--- src/rtl/integral_image_gen_pkg.sv ---
// Shared types and width helpers for the integral-image generator.
package ii_pkg;

   // End-of-transfer tag carried with each output word (bit1 frame, bit0 row).
   typedef struct packed {
      logic frame_end;
      logic row_end;
   } eot_t;

   // Index width for a counter or array of n entries (at least 1 bit).
   function automatic int unsigned addr_w(input int unsigned n);
      return (n > 1) ? $clog2(n) : 1;
   endfunction

   // Minimum ii width: full-frame sum of max-valued pixels.
   function automatic int unsigned min_w_ii(input int unsigned w_pix,
                                            input int unsigned width,
                                            input int unsigned height);
      longint unsigned max_p;
      longint unsigned total;
      max_p = (64'd1 << w_pix) - 64'd1;
      total = 64'(width) * 64'(height) * max_p;
      return $clog2(total + 64'd1);
   endfunction

   // Minimum sii width: full-frame sum of squared max-valued pixels.
   function automatic int unsigned min_w_sii(input int unsigned w_pix,
                                             input int unsigned width,
                                             input int unsigned height);
      longint unsigned max_p;
      longint unsigned total;
      max_p = (64'd1 << w_pix) - 64'd1;
      total = 64'(width) * 64'(height) * max_p * max_p;
      return $clog2(total + 64'd1);
   endfunction

endpackage

--- src/rtl/integral_image_gen_line_buffer.sv ---
// One-row line buffer: combinational read and synchronous write at the same column.
// Contents are intentionally not reset; the caller masks them on row 0.
module ii_line_buffer
   import ii_pkg::*;
#(
   parameter int unsigned DEPTH  = 25,
   parameter int unsigned W_DATA = 18,
   localparam int unsigned W_ADDR = addr_w(DEPTH)
) (
   input  logic              clk,
   input  logic              i_we,
   input  logic [W_ADDR-1:0] i_addr,
   input  logic [W_DATA-1:0] i_wdata,
   output logic [W_DATA-1:0] o_rdata
);

   logic [W_DATA-1:0] r_mem [DEPTH];

   assign o_rdata = r_mem[i_addr];

   // Store the freshly computed column value for use by the next row.
   always_ff @(posedge clk) begin
      if (i_we) begin
         r_mem[i_addr] <= i_wdata;
      end
   end

endmodule

--- src/rtl/integral_image_gen.sv ---
// Streaming integral-image (ii) and squared integral-image (sii) generator.
// Optional sii path is enabled by defining INTEGRAL_IMAGE_SII_EN; without it
// the sii outputs are tied to zero and sii_ready is ignored.
module integral_image_gen
   import ii_pkg::*;
#(
   parameter int unsigned W_PIXEL    = 8,
   parameter int unsigned IMG_WIDTH  = 25,
   parameter int unsigned IMG_HEIGHT = 25,
   parameter int unsigned W_II       = 18,
   parameter int unsigned W_SII      = 26
) (
   input  logic               clk,
   input  logic               rst,
   input  logic               pix_valid,
   output logic               pix_ready,
   input  logic [W_PIXEL-1:0] pix_data,
   output logic               ii_valid,
   input  logic               ii_ready,
   output logic [W_II-1:0]    ii_data,
   output logic [1:0]         ii_eot,
   output logic               sii_valid,
   input  logic               sii_ready,
   output logic [W_SII-1:0]   sii_data,
   output logic [1:0]         sii_eot
);

   localparam int unsigned W_COL = addr_w(IMG_WIDTH);
   localparam int unsigned W_ROW = addr_w(IMG_HEIGHT);
   localparam logic [W_COL-1:0] COL_LAST = W_COL'(IMG_WIDTH - 1);
   localparam logic [W_ROW-1:0] ROW_LAST = W_ROW'(IMG_HEIGHT - 1);

   if (W_II < min_w_ii(W_PIXEL, IMG_WIDTH, IMG_HEIGHT)) begin : g_w_ii_err
      $error("integral_image_gen: W_II too narrow for the frame size");
   end
   if (W_SII < min_w_sii(W_PIXEL, IMG_WIDTH, IMG_HEIGHT)) begin : g_w_sii_err
      $error("integral_image_gen: W_SII too narrow for the frame size");
   end

   logic [W_COL-1:0] r_col;
   logic [W_ROW-1:0] r_row;
   logic [W_II-1:0]  r_rs;
   logic             r_ii_valid;
   logic [W_II-1:0]  r_ii_data;
   eot_t             r_ii_eot;

   logic             w_accept;
   logic             w_ii_free;
   logic             w_sii_free;
   logic             w_first_col;
   logic             w_first_row;
   eot_t             w_eot;
   logic [W_II-1:0]  w_rs_new;
   logic [W_II-1:0]  w_lb_ii;
   logic [W_II-1:0]  w_ii_new;

   assign w_ii_free   = !r_ii_valid | ii_ready;
   assign pix_ready   = w_ii_free & w_sii_free;
   assign w_accept    = pix_valid & pix_ready;
   assign w_first_col = (r_col == '0);
   assign w_first_row = (r_row == '0);
   assign w_eot.row_end   = (r_col == COL_LAST);
   assign w_eot.frame_end = (r_col == COL_LAST) & (r_row == ROW_LAST);

   assign w_rs_new = w_first_col ? W_II'(pix_data) : r_rs + W_II'(pix_data);
   assign w_ii_new = w_rs_new + (w_first_row ? {W_II{1'b0}} : w_lb_ii);

   ii_line_buffer #(.DEPTH(IMG_WIDTH), .W_DATA(W_II)) u_lb_ii (
      .clk     (clk),
      .i_we    (w_accept),
      .i_addr  (r_col),
      .i_wdata (w_ii_new),
      .o_rdata (w_lb_ii)
   );

   // Raster position of the next pixel; wraps straight into the next frame.
   always_ff @(posedge clk or negedge rst) begin
      if (!rst) begin
         r_col <= '0;
         r_row <= '0;
      end else if (w_accept) begin
         if (r_col == COL_LAST) begin
            r_col <= '0;
            r_row <= (r_row == ROW_LAST) ? '0 : r_row + W_ROW'(1);
         end else begin
            r_col <= r_col + W_COL'(1);
         end
      end
   end

   // Running row sum, restarted by the first pixel of each row.
   always_ff @(posedge clk or negedge rst) begin
      if (!rst) begin
         r_rs <= '0;
      end else if (w_accept) begin
         r_rs <= w_rs_new;
      end
   end

   // ii output register: load on accept, drop valid once taken.
   always_ff @(posedge clk or negedge rst) begin
      if (!rst) begin
         r_ii_valid <= 1'b0;
         r_ii_data  <= '0;
         r_ii_eot   <= '0;
      end else if (w_accept) begin
         r_ii_valid <= 1'b1;
         r_ii_data  <= w_ii_new;
         r_ii_eot   <= w_eot;
      end else if (ii_ready) begin
         r_ii_valid <= 1'b0;
      end
   end

   assign ii_valid = r_ii_valid;
   assign ii_data  = r_ii_data;
   assign ii_eot   = r_ii_eot;

`ifdef INTEGRAL_IMAGE_SII_EN
   logic [W_SII-1:0] r_rss;
   logic             r_sii_valid;
   logic [W_SII-1:0] r_sii_data;
   eot_t             r_sii_eot;
   logic [W_SII-1:0] w_pix_sq;
   logic [W_SII-1:0] w_rss_new;
   logic [W_SII-1:0] w_lb_sii;
   logic [W_SII-1:0] w_sii_new;

   assign w_sii_free = !r_sii_valid | sii_ready;
   assign w_pix_sq   = W_SII'(pix_data) * W_SII'(pix_data);
   assign w_rss_new  = w_first_col ? w_pix_sq : r_rss + w_pix_sq;
   assign w_sii_new  = w_rss_new + (w_first_row ? {W_SII{1'b0}} : w_lb_sii);

   ii_line_buffer #(.DEPTH(IMG_WIDTH), .W_DATA(W_SII)) u_lb_sii (
      .clk     (clk),
      .i_we    (w_accept),
      .i_addr  (r_col),
      .i_wdata (w_sii_new),
      .o_rdata (w_lb_sii)
   );

   // Running row sum of squares, restarted by the first pixel of each row.
   always_ff @(posedge clk or negedge rst) begin
      if (!rst) begin
         r_rss <= '0;
      end else if (w_accept) begin
         r_rss <= w_rss_new;
      end
   end

   // sii output register: independent of the ii register once its word is taken.
   always_ff @(posedge clk or negedge rst) begin
      if (!rst) begin
         r_sii_valid <= 1'b0;
         r_sii_data  <= '0;
         r_sii_eot   <= '0;
      end else if (w_accept) begin
         r_sii_valid <= 1'b1;
         r_sii_data  <= w_sii_new;
         r_sii_eot   <= w_eot;
      end else if (sii_ready) begin
         r_sii_valid <= 1'b0;
      end
   end

   assign sii_valid = r_sii_valid;
   assign sii_data  = r_sii_data;
   assign sii_eot   = r_sii_eot;
`else
   logic w_unused_sii_ready;

   assign w_unused_sii_ready = sii_ready;
   assign w_sii_free = 1'b1;
   assign sii_valid  = 1'b0;
   assign sii_data   = '0;
   assign sii_eot    = 2'b00;
`endif

endmodule

--- config.mk ---
export PLATFORM = sky130hd
export DESIGN_NAME = integral_image_gen
export DESIGN_NICKNAME = d
export VERILOG_FILES = /design/src/rtl/integral_image_gen_pkg.sv /design/src/rtl/integral_image_gen_line_buffer.sv /design/src/rtl/integral_image_gen.sv
export SDC_FILE = /design/constraint.sdc
export NUM_CORES = 1
export LEC_CHECK = 0
export CORE_ASPECT_RATIO = 1.2
export CORE_UTILIZATION = 55
export DETAILED_ROUTE_END_ITERATION = 6
export GPL_ROUTABILITY_DRIVEN = 0
export PLACE_DENSITY = 0.87
export SKIP_CTS_REPAIR_TIMING = 1
export SYNTH_ARGS = -nofsm -noshare
export SYNTH_HDL_FRONTEND = slang
export SYNTH_SLANG_ARGS = --single-unit
--- constraint.sdc ---
create_clock -name clk -period 4.3 [get_ports clk]
set_clock_uncertainty 0.1 [all_clocks]
set_input_delay 0.43 -clock clk [delete_from_list [all_inputs] [get_ports clk]]
set_output_delay 0.43 -clock clk [all_outputs]
set_load 0.1 [all_outputs]
==> metrics.log, run 1 <==
INFO  metric htree_levels = 2
INFO  metric worstSetupPathType = flip-flop to flip-flop
INFO  metric regArea = 14700 sq um
INFO  metric ys_seq_area_frac = 0.696
INFO  metric min_period_over_period = 1.11
INFO  metric worstReg2RegEnd = u_lb_ii.r_mem[12][17]
INFO  metric first_iter_violations = 2141
INFO  metric failing_checks = negative setup slack
INFO  metric synth_adder_area_share = 0.0202
INFO  metric drt_drc_violations_left = 0
INFO  metric cts_buffers = 44
INFO  metric floorplan.die.height = around 220 um
INFO  metric synth-edff-count = 450
INFO  metric cts_buffer_depth = 3
INFO  metric tightestPinTransition = roughly 1.4 ns
INFO  metric number_of_antenna_violations_at_the_first_check_in_global_routing = 1
INFO  metric yosys_warnings = 0
INFO  metric critPathMaxFanout = 25
INFO  metric timing.critical_path.to_type = flip-flop
INFO  metric grt_first_pass_wirelength = around 80000 um
INFO  metric crit_arrival = between 4 and 5 ns
INFO  metric timing.final.crit_period = roughly 4.8 ns
INFO  metric starting_density_of_the_core = 0.559
INFO  metric post_synth.cell_area_avg = ~17 sq um
INFO  metric drt-wirelength-per-cell = a little over 30 um
INFO  metric timing.final.max_slew_violations = 0
INFO  metric hold_path_depth = 2
INFO  metric route.detailed.vias_per_inst = approximately 6.8
INFO  metric numPortBuffers = 33
INFO  metric rows = 78
INFO  metric max_stage_delay = approximately 0.56 ns
INFO  metric synth_async_sr_flop_share = 0.0982
INFO  metric synth_simple_gate_area_frac = 0.0492
INFO  metric drtPass1Iterations = 6
INFO  metric clock_tree_from_tritoncts = built
INFO  metric synth_xor_area_frac = 0.0164
INFO  metric max_capacitance_violation_count = 0
INFO  metric postRouteAntennaNets = 0
INFO  metric via_count = about 13000
INFO  metric layout.cells.most_common = sky130_fd_sc_hd__edfxtp_1
INFO  metric grt-ovfl-total = 0
INFO  metric synth_area = about 21000 sq um
INFO  metric fin_ws = -0.453 ns
INFO  metric die_w = between 150 and 200 um
INFO  metric grt_use_total = 0.283
INFO  metric slew-limit-headroom = 0.0949
INFO  metric synthFlopType = sky130_fd_sc_hd__edfxtp_1
INFO  metric max_clock_freq = 210 MHz
INFO  metric num_io_pins = 64
INFO  metric rsz0062_at_grt = yes
INFO  metric tritoncts_num_sinks = about 500
INFO  metric area_of_the_multi_input_gates = about 6500 sq um
INFO  metric hpwlAfterDp = 32300 um
INFO  metric cp_top_family = compound AO/OA/AOI/OAI gates
INFO  metric count_of_nets_after_finishing = around 1500
INFO  metric combinational_family_with_the_most_area_after_synthesis = multiplexers
INFO  metric dieArea = 39300 sq um
INFO  metric setup.worst_path.start = r_col[0]
INFO  metric final_hold_viol_count = 0
INFO  metric timing.critical_path.from_type = flip-flop
INFO  metric largest_net_degree_at_the_start_of_global_routing = 50
INFO  metric cp_num_cells = 17
INFO  metric setup_total_negative_slack = -81.43 ns
INFO  metric drive_gt1_frac = 0.336
INFO  metric worst-path-buf-inv = 4
INFO  metric critical_path.endpoint = u_lb_ii.r_mem[12][17]
INFO  metric yosysUniqueCellTypes = a little over 60
INFO  metric mostFrequentLayoutCells = sky130_fd_sc_hd__edfxtp_1, sky130_fd_sc_hd__buf_4, sky130_fd_sc_hd__mux4_2
INFO  metric reg2reg_setup_slack = -0.45 ns
INFO  metric floorplan.core_area = between 30000 and 40000 sq um
INFO  metric worst_hold_path_type = flip-flop to flip-flop
INFO  metric setup_violations = approximately 330
INFO  metric ff2ff_path_depth = 17
INFO  metric n_fill_cell = around 2100
INFO  metric antenna-diode-count = 0
INFO  metric critical_path.cell_chain = buf_12, buf_4, clkbuf_16, mux4_2, mux2i_1, o211ai_1, o21ai_0, a21oi_1, ha_1, o21ai_0, nand2b_1, a21oi_2, nor2b_2, o22ai_2, xnor2_2, xnor2_4, buf_12
INFO  metric synth_cells = around 1200
INFO  metric timing.critical_path.required = 4.51 ns
INFO  metric cts.clk_slew.worst_paths = around 0.060 ns
INFO  metric synth_compound_area_frac = 0.0516
INFO  metric grt_pass1_vias = 12900
INFO  metric yosys-mux-area-fraction = 0.138
INFO  metric layout-area-overhead-vs-synth = 21.1%
INFO  metric clock_latency = 0.57 ns
INFO  metric r2r_start = r_col[0]
INFO  metric drt-total-wl = a little over 60000 um
INFO  metric critical_path.slowest_cell = sky130_fd_sc_hd__dfrtp_4
INFO  metric clock-root-buffer = sky130_fd_sc_hd__clkbuf_16
INFO  metric synth_seq_cells = roughly 500
INFO  metric outcome = finished with violations
## area by class of cell
type	count	area share
Timing Repair Buffer	236	0.0886
Clock inverter	24	0.0110
Sequential cell	499	0.575
Tap cell	480	0.0234
Clock buffer	58	0.0468
Multi-Input combinational cell	659	0.252
Inverter	17	0.00249
## per-layer routing
metal  track usage  vias up  share of wire
met4         0.180        2          0.081
met5             0        -        0.00020
met1         0.340     6595           0.32
li1              -     5219              -
met3        0.0577      339           0.12
met2         0.469     1317           0.48
## cells in the mapped netlist (all sizes together), types with 17 or more instances
cell    instances  share of area
a21oi          62          0.015
buf            66          0.022
clkbuf         20         0.0035
dfrtp          49          0.058
edfxtp        450           0.64
ha             31          0.018
inv            17         0.0030
mux2           19          0.010
mux2i          31          0.015
mux4          106           0.11
nand2         101          0.018
nand3          19         0.0051
nor2           62          0.011
o211ai         17         0.0060
o21ai          52          0.012
xnor2          23          0.010
## stage by stage
step | hold WS (ns) | std cells | utilization | cell area (sq um) | setup slack (ns)
final | 0.374 | 1973 | 0.677 | 25600 | -0.453
after global routing | 0.393 | 1973 | 0.677 | 25600 | -0.487
after CTS | -0.110 | 1927 | 0.654 | 24800 | -0.536
after detailed placement | 0.363 | 1845 | 0.615 | 23300 | -0.597
after global placement | 0.360 | 1845 | 0.615 | 23300 | -0.506
after floorplan | 0.0344 | 1261 | - | 21400 | -0.0193
## tightest hold or removal path, stage by stage, from the launching register on
cell                      delay, ns
sky130_fd_sc_hd__dfrtp_1       0.34
sky130_fd_sc_hd__nand2_1       0.05
sky130_fd_sc_hd__nand2_1       0.05
## registers in the layout (all words and copies together), names as in the netlist
name,count
r_col,5
u_lb_ii.r_mem,450
r_row,5
ii_valid,1
ii_eot,2
ii_data,18
r_rs,18
## cell families after synthesis
| group | count (synthesis) |
|---|---|
| other | 1 |
| adders and majority gates | 33 |
| and+or+nand+nor | 231 |
| AOI/OAI and AO/OA | 173 |
| buffers and inverters | 103 |
| xor gates and xnor gates | 37 |
| muxes | 156 |
| DFF | 499 |
## worst min-delay path by stage
| stage | from | endpoint | slack [ns] |
|---|---|---|---|
| floorplan | rst | ii_data[0] | 0.03 |
| global placement | ii_data[0] | ii_data[0] | 0.36 |
| detailed placement | ii_data[13] | ii_data[13] | 0.36 |
| CTS | rst | r_rs[2] | -0.11 |
| global route | pix_valid | ii_valid | 0.39 |
| finish | ii_data[13] | ii_data[13] | 0.37 |
Power of run 1 is not shown: default switching activity piles up to over one toggle a cycle in this logic, so the estimate is an artifact.
==> inputs of run 2 (changes only) <==
--- a/config.mk
+++ b/config.mk
@@ -5,11 +5,14 @@
 export SDC_FILE = /design/constraint.sdc
 export NUM_CORES = 1
 export LEC_CHECK = 0
+export ABC_CLOCK_PERIOD_IN_PS = 4300
 export CORE_ASPECT_RATIO = 1.2
 export CORE_UTILIZATION = 55
 export DETAILED_ROUTE_END_ITERATION = 6
 export GPL_ROUTABILITY_DRIVEN = 0
+export MAX_ROUTING_LAYER = met4
 export PLACE_DENSITY = 0.87
+export RECOVER_POWER = 50
 export SKIP_CTS_REPAIR_TIMING = 1
 export SYNTH_ARGS = -nofsm -noshare
 export SYNTH_HDL_FRONTEND = slang
==> run 2 against run 1 <==
The flow finishes with violations (max-capacitance violations, max-slew violations, negative setup slack). Highest routed layer is now met4. Utilization down 0.12 points. Worst setup slack worse by 0.034 ns. Hold slack got worse by 0.019 ns. Critical endpoint is now u_lb_ii.r_mem[4][16]. Largest cell class unchanged. Final area shrank 0.18%.
==> metrics.log, run 2 (synthesized netlist as in run 1, its figures left out) <==
INFO  metric cts.clk_slew.worst_paths = roughly 0.07 ns
INFO  metric clock-root-buffer = sky130_fd_sc_hd__clkbuf_16
INFO  metric max_clock_freq = 209 MHz
INFO  metric timing.final.crit_period = about 4.8 ns
INFO  metric via_count = roughly 13000
INFO  metric critPathMostFrequentCell = sky130_fd_sc_hd__buf_4
INFO  metric grt_pass1_vias = roughly 13000
INFO  metric cp_top_family = compound AO/OA/AOI/OAI gates
INFO  metric critical_path.slowest_cell = sky130_fd_sc_hd__o211ai_1
INFO  metric max_stage_delay = between 0.5 and 0.6 ns
INFO  metric worst-path-buf-inv = 6
INFO  metric min_period_over_period = 1.11
INFO  metric largest_register_ff_count = between 400 and 500
INFO  metric fin_ws = -0.487 ns
INFO  metric timing.critical_path.from_type = flip-flop
INFO  metric first_iter_violations = 2107
INFO  metric grt_use_total = 0.292
INFO  metric drive_gt1_frac = 0.333
INFO  metric drt_drc_violations_left = 0
INFO  metric num_io_pins = 64
INFO  metric postPlaceCellArea = 23300 sq um
INFO  metric floorplan.core_area = roughly 38000 sq um
INFO  metric count_of_nets_after_finishing = around 1500
INFO  metric critPathMaxFanout = 25
INFO  metric registers.top_by_ff_count = u_lb_ii.r_mem
INFO  metric n_fill_cell = 2127
INFO  metric hpwlAfterDp = between 30000 and 40000 um
INFO  metric layout-area-overhead-vs-synth = 20.8%
INFO  metric detailedPlace.worstSlack = -0.597 ns
INFO  metric grt_first_pass_wirelength = between 80000 and 90000 um
INFO  metric drt-total-wl = between 60000 and 70000 um
INFO  metric tightestPinTransition = ~2.9 ns
INFO  metric largest_net_degree_at_the_start_of_global_routing = 50
INFO  metric drtPass1Iterations = 6
INFO  metric numPortBuffers = 33
INFO  metric floorplan.die.height = about 220 um
INFO  metric dieArea = 39300 sq um
INFO  metric cts_buffers = 44
INFO  metric worstSetupPathType = flip-flop to flip-flop
INFO  metric number_of_antenna_violations_at_the_first_check_in_global_routing = 1
INFO  metric setup_violations = 310
INFO  metric route.detailed.vias_per_inst = just under 7
INFO  metric rsz0062_at_grt = yes
INFO  metric layout.cells.most_common = sky130_fd_sc_hd__edfxtp_1
INFO  metric critical_path.cell_chain = buf_4, buf_12, buf_16, buf_4, mux4_2, mux2i_1, o211ai_1, o21ai_0, a21oi_1, ha_1, buf_4, o21a_1, o2111ai_1, a41o_1, a311oi_2, xor2_2, buf_12
INFO  metric timing.critical_path.to_type = flip-flop
INFO  metric mostFrequentLayoutCells = sky130_fd_sc_hd__edfxtp_1, sky130_fd_sc_hd__buf_4, sky130_fd_sc_hd__mux4_2
INFO  metric slew-limit-headroom = -0.940
INFO  metric starting_density_of_the_core = 0.559
INFO  metric rows = 78
INFO  metric cts_buffer_depth = 3
INFO  metric failing_checks = max-capacitance violations, max-slew violations, negative setup slack
INFO  metric timing.critical_path.required = about 4.5 ns
INFO  metric final_hold_viol_count = 0
INFO  metric timing.final.max_slew_violations = 50
INFO  metric tritoncts_num_sinks = approximately 500
INFO  metric htree_levels = 2
INFO  metric clock_tree_from_tritoncts = built
INFO  metric final_design_area_no_fill = 25600 sq um
INFO  metric worst_hold_path_type = input pin to flip-flop
INFO  metric die_w = ~180 um
INFO  metric postRouteAntennaNets = 0
INFO  metric drt-wirelength-per-cell = 30.8 um
INFO  metric max_capacitance_violation_count = 1
INFO  metric grt-ovfl-total = 0
INFO  metric crit_arrival = around 5 ns
INFO  metric outcome = finished with violations
INFO  metric clock_latency = roughly 0.59 ns
[run 2: cell types whose count changed in the layout (fill, tap and decap cells not counted), sizes merged]
cell | previous run | this run
clkbuf | 62 | 63
buf | 199 | 188
diode | 0 | 1
[run 2: area by class of cell]
class | count | area (sq um) | area share
Sequential cell | 499 | 14700 | 0.576
Multi-Input combinational cell | 659 | 6520 | 0.255
Timing Repair Buffer | 226 | 2170 | 0.0847
Clock buffer | 58 | 1200 | 0.0468
Tap cell | 480 | 601 | 0.0235
Clock inverter | 24 | 283 | 0.0111
Inverter | 17 | 63.8 | 0.00249
Antenna cell | 1 | 2.50 | 0.0000978
[run 2: routing by layer]
metal,wire (um),track usage
met1,19300,0.343
met4,4870,0.177
met3,6740,0.0586
met2,29600,0.468
met5,0,-
[run 2: per-stage QoR]
| stage | util | setup TNS [ns] | instances | hold slack (ns) |
|---|---|---|---|---|
| 6_report | 0.676 | -70.36 | 1964 | 0.356 |
| 3_3_place_gp | 0.615 | -66.87 | 1845 | 0.360 |
| 4_1_cts | 0.654 | -101.66 | 1927 | -0.110 |
| 5_1_grt | 0.676 | -82.55 | 1964 | 0.366 |
| 3_5_place_dp | 0.615 | -90.19 | 1845 | 0.363 |
| 2_1_floorplan | - | -0.0193 | 1261 | 0.0344 |
[run 2: worst paths after layout]
check / startpoint / end / cells after the start / slack, ns
worst min register to register: ii_data[13] / ii_data[13] / 2 / 0.38
worst max-delay path: r_col[0] / u_lb_ii.r_mem[4][16] / 17 / -0.49
worst max register to register: r_col[0] / u_lb_ii.r_mem[4][16] / 17 / -0.49
worst min-delay path: pix_valid / ii_valid / 2 / 0.36
min in group asynchronous: rst / r_col[4] / 3 / 1.31
max in group asynchronous: rst / r_col[1] / 3 / 0.75
Power of run 2 is left out for the same reason.
==> inputs of run 3 (changes only) <==
--- a/config.mk
+++ b/config.mk
@@ -7,8 +7,9 @@
 export LEC_CHECK = 0
 export ABC_CLOCK_PERIOD_IN_PS = 4300
 export CORE_ASPECT_RATIO = 1.2
-export CORE_UTILIZATION = 55
+export CORE_UTILIZATION = 57
 export DETAILED_ROUTE_END_ITERATION = 6
+export DONT_BUFFER_PORTS = 1
 export GPL_ROUTABILITY_DRIVEN = 0
 export MAX_ROUTING_LAYER = met4
 export PLACE_DENSITY = 0.87
@@ -16,4 +17,5 @@
 export SKIP_CTS_REPAIR_TIMING = 1
 export SYNTH_ARGS = -nofsm -noshare
 export SYNTH_HDL_FRONTEND = slang
+export SYNTH_HIERARCHICAL = 1
 export SYNTH_SLANG_ARGS = --single-unit
==> run 3 against run 2 <==
The run still ends with max-capacitance violations, max-slew violations, negative setup slack left. Critical path depth is 2 lower. Wire length is 17% lower. First-iteration DRC count is 34% lower. Final area is 4.2% lower.
==> metrics.log, run 3 <==
INFO  metric synthFlopType = sky130_fd_sc_hd__edfxtp_1
INFO  metric cts_buffer_depth = 3
INFO  metric timing.final.max_slew_violations = 50
INFO  metric first_iter_violations = about 1400
INFO  metric timing.final.crit_period = 4.43 ns
INFO  metric worstSetupPathType = flip-flop to flip-flop
INFO  metric synth_cells = approximately 1300
INFO  metric clock-root-buffer = sky130_fd_sc_hd__clkbuf_16
INFO  metric cts_buffers = 43
INFO  metric drive_gt1_frac = 0.212
INFO  metric utilization = 0.666
INFO  metric detailedPlace.worstSlack = -0.197 ns
INFO  metric ys_seq_area_frac = 0.692
INFO  metric failing_checks = max-capacitance violations, max-slew violations, negative setup slack
INFO  metric yosys_warnings = 6
INFO  metric critPathMaxFanout = 25
INFO  metric clock_latency = about 0.57 ns
INFO  metric largest_register_ff_count = 450
INFO  metric grt-ovfl-total = 0
INFO  metric rsz0062_at_grt = yes
INFO  metric netlist.top_cell.by_area = sky130_fd_sc_hd__edfxtp_1
INFO  metric tritoncts_num_sinks = about 500
INFO  metric post_synth_most_frequent_cells = sky130_fd_sc_hd__edfxtp_1, sky130_fd_sc_hd__mux2i_1, sky130_fd_sc_hd__nand2_1
INFO  metric max_capacitance_violation_count = 1
INFO  metric route.detailed.vias_per_inst = approximately 6.5
INFO  metric layout.cells.most_common = sky130_fd_sc_hd__edfxtp_1
INFO  metric via_count = around 13000
INFO  metric starting_density_of_the_core = 0.579
INFO  metric synth_seq_cells = 499
INFO  metric post_synth.cell_area_avg = about 16 sq um
INFO  metric final_hold_viol_count = 0
INFO  metric cts.clk_slew.worst_paths = about 0.06 ns
INFO  metric die_w = roughly 180 um
INFO  metric cp_top_family = compound AO/OA/AOI/OAI gates
INFO  metric yosysUniqueCellTypes = 69
INFO  metric final_design_area_no_fill = 24500 sq um
INFO  metric mostFrequentLayoutCells = sky130_fd_sc_hd__edfxtp_1, sky130_fd_sc_hd__mux2i_1, sky130_fd_sc_hd__buf_4
INFO  metric drt-total-wl = between 50000 and 60000 um
INFO  metric netlist_top_cells_area = sky130_fd_sc_hd__edfxtp_1, sky130_fd_sc_hd__mux2i_1, sky130_fd_sc_hd__dfrtp_1
INFO  metric floorplan.die.height = 214 um
INFO  metric antenna-diode-count = 0
INFO  metric yosysTopAreaCellShare = 0.635
INFO  metric critical_path.cell_chain = buf_6, buf_4, mux4_2, a32oi_1, nand4_1, and2b_1, ha_2, fa_2, a21o_1, a221oi_4, o221ai_4, a211oi_2, o31ai_2, xor2_2, buf_12
INFO  metric max_clock_freq = ~230 MHz
INFO  metric tightestPinTransition = 2.67 ns
INFO  metric numPortBuffers = 0
INFO  metric rows = 77
INFO  metric number_of_antenna_violations_at_the_first_check_in_global_routing = 0
INFO  metric timing.critical_path.to_type = flip-flop
INFO  metric worst-path-buf-inv = 3
INFO  metric synth_area = between 20000 and 25000 sq um
INFO  metric clock_tree_from_tritoncts = built
INFO  metric n_fill_cell = 2189
INFO  metric grt_first_pass_wirelength = 70100 um
INFO  metric largest_net_degree_at_the_start_of_global_routing = 50
INFO  metric setup_violations = 52
INFO  metric outcome = finished with violations
INFO  metric postRouteAntennaNets = 0
INFO  metric timing.critical_path.from_type = flip-flop
INFO  metric placed_cells = 1849
INFO  metric worst_hold_path_type = input pin to flip-flop
INFO  metric critical_path.slowest_cell = sky130_fd_sc_hd__mux4_2
INFO  metric crit_arrival = about 4.6 ns
INFO  metric synth-edff-count = 450
INFO  metric grt_use_total = 0.253
INFO  metric fin_ws = -0.129 ns
INFO  metric count_of_nets_after_finishing = ~1500
INFO  metric num_io_pins = 64
INFO  metric slew-limit-headroom = -0.779
INFO  metric drt-wirelength-per-cell = 25.6 um
INFO  metric timing.critical_path.required = around 4.5 ns
INFO  metric synth_async_sr_flop_share = 0.0982
INFO  metric post_layout_instance_count_excluding_filler_cells = ~2000
INFO  metric floorplan.core_area = between 30000 and 40000 sq um
INFO  metric registers.top_by_ff_count = u_lb_ii/r_mem
INFO  metric drt_drc_violations_left = 0
INFO  metric synth.most_common_cell = sky130_fd_sc_hd__edfxtp_1
INFO  metric min_period_over_period = 1.03
INFO  metric htree_levels = 2
INFO  metric drtPass1Iterations = 5
INFO  metric max_stage_delay = roughly 0.5 ns
INFO  metric dieArea = 38100 sq um
INFO  metric grt_pass1_vias = roughly 13000
INFO  metric postPlaceCellArea = ~23000 sq um
INFO  metric hpwlAfterDp = 29500 um
INFO  metric layout-area-overhead-vs-synth = 15.1%
-- run 3: cell count changes in the layout (fill, tap and decap cells not counted), sizes merged, moves of 19 or more --
cell	previous run	this run
mux2i	31	127
buf	188	129
mux4	106	47
clkdlybuf4s50	32	0
o22ai	2	32
a21oi	62	41
nand2	101	80
a211oi	1	20
-- run 3: metrics by stage --
stage	hold WS, ns	setup TNS (ns)
detailed placement	0.0353	-7.60
floorplan	0.0344	0
finish	0.0328	-5.96
CTS	-0.551	-18.03
global placement	0.0353	-1.51
global route	0.0671	-15.74
-- run 3: cell type report --
type | instances | area (sq um) | area share
sequential | 499 | 14700 | 0.601
multi-input combinational | 754 | 6400 | 0.261
timing repair buffer | 142 | 1390 | 0.0565
clock buffer | 52 | 1130 | 0.0461
tap | 474 | 593 | 0.0242
clock inverter | 24 | 215 | 0.00878
inverter | 12 | 45.0 | 0.00184
-- run 3: cell families (layout without fill, tap and decap cells) --
kind of cell,count (synthesis),count (layout),share of synthesized area
AND/OR/NAND/NOR,258,258,0.0591
flip-flops,499,499,0.692
adder cells (fa/ha/maj),31,31,0.0189
AO/OA/AOI/OAI,215,215,0.0679
multiplexers,185,185,0.117
XOR/XNOR,35,36,0.0144
buffers and inverters,106,230,0.0300
other,1,29,0.000176
-- run 3: routing by layer --
metal | global-route usage | wire length, um
met1 | 0.289 | 17900
met2 | 0.439 | 26100
met3 | 0.0415 | 4150
met4 | 0.109 | 1950
met5 | - | 0
-- run 3: final timing paths --
kind | startpoint | to | slack, ns | cells after the start
max | r_col[0] | u_lb_ii/r_mem[22][14] | -0.13 | 15
min | pix_data[3] | r_rs[3] | 0.03 | 4
max reg2reg | r_col[0] | u_lb_ii/r_mem[22][14] | -0.13 | 15
min reg2reg | r_rs[3] | r_rs[3] | 0.41 | 2
max in group asynchronous | rst | r_col[1] | 1.03 | 2
min in group asynchronous | rst | ii_data[17] | 1.16 | 2
-- run 3: worst min-delay path, cell delays in order --
cell	delay, ns
sky130_fd_sc_hd__nand2_1	0.04
sky130_fd_sc_hd__nand2_1	0.08
sky130_fd_sc_hd__nand2_1	0.05
sky130_fd_sc_hd__nand2_1	0.05
Power of run 3 is left out for the same reason.
